### src/rtl/rob_pkg.sv
// Shared sizing and entry layout for the reorder buffer and its pointers.
package rob_pkg;

   localparam int unsigned ROB   = 2;
   localparam int unsigned REG   = 4;
   localparam int unsigned WIDTH = 31;
   localparam int unsigned IDX_W = ROB + 1;
   localparam int unsigned CNT_W = ROB + 2;
   localparam int unsigned DEPTH = 2 ** (ROB + 1);

   typedef logic [ROB:0] robIdx_t;

   typedef struct packed {
      logic             valid;
      logic             ready;
      logic             mispredict;
      logic             regWrite;
      logic [REG:0]     destReg;
      logic [WIDTH:0]   result;
      logic [WIDTH:0]   snap;
   } robEntry_t;

endpackage

### src/rtl/rob_pointer.sv
// Wrap-around entry pointer with increment and synchronous clear (flush).
module rob_pointer
   import rob_pkg::*;
(
   input  logic    clk,
   input  logic    rst,
   input  logic    inc,
   input  logic    clr,
   output robIdx_t ptr
);

   always_ff @(posedge clk or posedge rst) begin
      if (rst) begin
         ptr <= '0;
      end else if (clr) begin
         ptr <= '0;
      end else if (inc) begin
         ptr <= ptr + IDX_W'(1);
      end
   end

endmodule

### src/rtl/reorder_buffer.sv
// Circular in-order reorder buffer: allocate at tail, CDB writeback, retire from head,
// flush on a retiring mispredict.
module reorder_buffer
   import rob_pkg::*;
(
   input  logic             clk,
   input  logic             globalReset,
   input  logic             allocate,
   input  logic             regWrite,
   input  logic [REG:0]     destRegR,
   input  logic [WIDTH:0]   regStatusSnap,
   input  logic             cdbValid,
   input  logic [ROB:0]     cdbROB,
   input  logic [WIDTH:0]   cdbResult,
   input  logic             cdbMispredict,
   output logic [ROB:0]     destROB,
   output logic             robFull,
   output logic             validCommit,
   output logic [ROB:0]     commitROB,
   output logic [REG:0]     regCommit,
   output logic             commitWe,
   output logic [WIDTH:0]   commitResult,
   output logic             reset,
   output logic [WIDTH:0]   statusRestore
);

   robEntry_t        entries [DEPTH];
   robEntry_t        head_e;
   robIdx_t          head;
   robIdx_t          tail;
   logic [CNT_W-1:0] count;
   logic             commit_fire;
   logic             flush;
   logic             alloc_fire;
   logic             wb_fire;

   rob_pointer u_head (
      .clk (clk),
      .rst (globalReset),
      .inc (commit_fire),
      .clr (flush),
      .ptr (head)
   );

   rob_pointer u_tail (
      .clk (clk),
      .rst (globalReset),
      .inc (alloc_fire),
      .clr (flush),
      .ptr (tail)
   );

   assign head_e = entries[head];

   // A retiring mispredict squashes any same-cycle allocation and writeback.
   always_comb begin
      commit_fire = head_e.valid & head_e.ready;
      flush       = commit_fire & head_e.mispredict;
      alloc_fire  = allocate & ~robFull & ~flush;
      wb_fire     = cdbValid & entries[cdbROB].valid & ~flush;
   end

   assign robFull       = (count == CNT_W'(DEPTH));
   assign destROB       = tail;
   assign validCommit   = commit_fire;
   assign commitROB     = head;
   assign regCommit     = commit_fire ? head_e.destReg : '0;
   assign commitWe      = commit_fire & head_e.regWrite;
   assign commitResult  = head_e.result;
   assign reset         = flush;
   assign statusRestore = head_e.snap;

   always_ff @(posedge clk or posedge globalReset) begin
      if (globalReset) begin
         count <= '0;
      end else if (flush) begin
         count <= '0;
      end else if (alloc_fire && !commit_fire) begin
         count <= count + CNT_W'(1);
      end else if (commit_fire && !alloc_fire) begin
         count <= count - CNT_W'(1);
      end
   end

   // Full buffer means tail never aliases a retiring head, so update order is safe.
   always_ff @(posedge clk or posedge globalReset) begin
      if (globalReset) begin
         entries <= '{default: '0};
      end else if (flush) begin
         entries <= '{default: '0};
      end else begin
         if (wb_fire) begin
            entries[cdbROB].ready      <= 1'b1;
            entries[cdbROB].result     <= cdbResult;
            entries[cdbROB].mispredict <= cdbMispredict;
         end
         if (commit_fire) begin
            entries[head] <= '0;
         end
         if (alloc_fire) begin
            entries[tail] <= '{valid: 1'b1, ready: 1'b0, mispredict: 1'b0,
                               regWrite: regWrite, destReg: destRegR,
                               result: '0, snap: regStatusSnap};
         end
      end
   end

endmodule
### config.mk
export PLATFORM = sky130hd
export DESIGN_NAME = reorder_buffer
export DESIGN_NICKNAME = d
export VERILOG_FILES = /design/src/rtl/rob_pkg.sv /design/src/rtl/rob_pointer.sv /design/src/rtl/reorder_buffer.sv
export SDC_FILE = /design/constraint.sdc
export NUM_CORES = 2
export LEC_CHECK = 0
export CAP_MARGIN = 15
export CORE_MARGIN = 2
export CORE_UTILIZATION = 50
export DETAILED_ROUTE_END_ITERATION = 8
export PLACE_DENSITY = 0.68
export SLEW_MARGIN = 10
export SYNTH_ARGS = -nofsm -noshare
export SYNTH_HDL_FRONTEND = slang
export SYNTH_SLANG_ARGS = --single-unit
### constraint.sdc
create_clock -name clk -period 50.6 [get_ports clk]
set_input_delay 7.59 -clock clk [delete_from_list [all_inputs] [get_ports clk]]
set_output_delay 7.59 -clock clk [all_outputs]
set_load 0.1 [all_outputs]
==> flow_metrics.tcl <==
set metrics [dict create \
    status "completed" \
    yosys-top-cells-count "594 x dfrtp_1, 372 x a21oi_1, 308 x nand3_1, 304 x o21ai_0, 213 x nand2_1" \
    hold_depth 1 \
    slew_headroom 0.139 \
    grt_overflow 0 \
    coreArea_um2 59200 \
    critPathLaunchType "register" \
    synthArstFlopShare 1.00 \
    dr.pass1.iters 7 \
    drive_gt1_frac 0.108 \
    synth_cells 3182 \
    vias 26739 \
    drt-total-wl_mm 109 \
    fin_ws_ps 37350 \
    initial_utilization 0.508 \
    antenna_found_initial 3 \
    holdBufCountCts 0 \
    drtIter0Drc 3091 \
    worst_hold_slack_ps 480 \
    postLayoutCellArea_um2 34000 \
    drv_slew 0 \
    power_density_nw_per_um2 78.3 \
    grt_pass1_vias 26876 \
    critPathKind "register to primary output" \
    synth_nets 3265 \
    place_area_um2 31600 \
    cts-root-buf "clkbuf_16" \
    port_buffers 156 \
    worstHoldEndpoint "count[3]" \
    clock-sinks 594 \
    worst_pin_slew_ps 1290 \
    via_per_inst 6.84 \
    max-vdd-ir-drop_uv 65.4 \
    ys_top_cells_by_area "dfrtp_1 49%, a21oi_1 6.2%, nand3_1 5.1%, o21ai_0 5.1%, a22o_1 4.5%" \
    worstReg2RegEnd "entries[275]" \
    synth.avg_cell_area_um2 9.46 \
    insertion_delay_ps 620 \
    final_net_count 3168 \
    hold_violations 0 \
    area_growth_pct 13.1 \
    cts-resized-gates 0 \
    yosysTopAreaCell "dfrtp_1" \
    synth_edf_count 0 \
    drc 0 \
    synth_most_common_cell "dfrtp_1" \
    dp_slack_ps 38190 \
    cp.arrival_ps 5660 \
    cts_made_buffers 67 \
    ctsLongestPathBuffers 3 \
    maxCapViolCount 0 \
    reg2reg_slack_ps 45170 \
    layout_min_cycle_time_ps 13250 \
    die_w_um 249 \
    ys.flop_type "dfrtp_1" \
    final-setup-viol-count 0 \
    max_freq_ghz 0.0755 \
    ant_nets 0 \
    num_io_pins 157 \
    rows 89 \
    skew_ps 26.9 \
    rsz0062_at_grt "false" \
    crit_fanout 46 \
    fillers 4949 \
    worst_setup_path_end_kind "primary output" \
    final_cells 3910 \
    postCtsSetupBuffers 0 \
    finish.utilization 0.574 \
    grt_first_pass_wirelength_mm 166 \
    synth.distinct_cells 75 \
    synth_top_area_share 0.494 \
    placed_cells 3787 \
    fin_crit_sh 0.262 \
    leakagePower_nw 14.2 \
    hold_path.class "register to register" \
    grt_max_degree 218 \
    htreeDepth 3 \
    grt_util_all_layers 0.346 \
    gpl.final_weighted_congestion 0.820 \
    worstRegToRegCells 11 \
    syn_area_um2 30100 \
    wl_per_cell_um 27.9 \
    worstPathRequired_ps 43010 \
    finalPower_mw 2.66 \
    yosysWarnings 0 \
    die_h_um 249 \
    synth_seq_cells 594 \
    cts_tree "built" \
    clk_pin_slew_worst_paths_ps 60 \
    worstHoldStart "count[3]" \
    seq_area_frac_synth 0.494 \
    dp_hpwl_mm 56.1 \
    rr_startpoint "u_head.ptr[0]" \
    tns_ps 0 \
    dieArea_um2 62200 \
]
layout by cell type, fill, tap and decap left out, types with 66 or more instances in the layout:
cell,netlist,final
nor2_1,79,70
clkdlybuf4s50_1,0,156
o31ai_1,110,110
a221oi_1,74,74
dfrtp_1,594,591
o21ai_0,304,304
a21oi_1,372,370
a22o_1,155,155
and2_1,112,111
mux2_2,83,83
clkbuf_16,0,71
nand3_1,308,307
nand2_1,213,211
inv_1,123,120
buf_4,15,66
worst max path at each step:
stage,startpoint,end,slack (ps)
after detailed placement,u_head.ptr[1],commitResult[13],38190
after CTS,u_head.ptr[1],commitResult[13],37540
final,u_head.ptr[1],commitResult[13],37350
after global routing,u_head.ptr[1],commitResult[13],37290
after floorplan,globalReset,count[0],26390
after global placement,u_head.ptr[1],commitResult[13],38230
routing by layer:
metal,GRT usage,vias up,share of wire
li1,-,11229,-
met3,0.0799,423,0.10
met5,0,-,0.00012
met1,0.444,13367,0.38
met2,0.545,1718,0.46
met4,0.191,2,0.056
report_power, final:
part / total [mW] / internal (mW) / switching (mW)
clock: 0.517 / 0.314 / 0.203
sequential: 0.775 / 0.662 / 0.113
combinational: 1.37 / 0.401 / 0.970
total: 2.66 / 1.38 / 1.29
cell families (layout without fill, tap and decap cells):
kind of cell               after synthesis  after routing  synth area share
DFF                                    594            594             0.494
adders and majority gates                5              5           0.00233
AOI/OAI and AO/OA                     1152           1152             0.243
other                                    0              4                 0
xor gates and xnor gates                 4              4           0.00116
muxes                                  158            158            0.0631
and+or+nand+nor                        752            752             0.122
buffers and inverters                  517            468            0.0743
cell type report:
class,count,area (um^2),area share
multi-input cells,2071,13200,0.389
inverters,126,483,0.0142
diodes,4,10.0,0.000294
well taps,773,967,0.0284
flip-flops and latches,594,14900,0.437
clock buffers,103,2130,0.0625
clock inverters,14,204,0.00599
repair buffers,225,2130,0.0627
flip-flops by register name, summed over array words and instances, names as in the netlist:
name,count
u_tail.ptr,3
u_head.ptr,3
entries,584
count,4
worst max-delay path: stages, from the launching register on:
cell and delay, ps:
dfrtp_4 880, inv_1 530, buf_4 420, nor2_2 1030
buf_4 430, a22oi_1 100, o21ai_0 400, clkdlybuf4s50_1 1220
No activity file was read; power rests on OpenSTA's default activity.
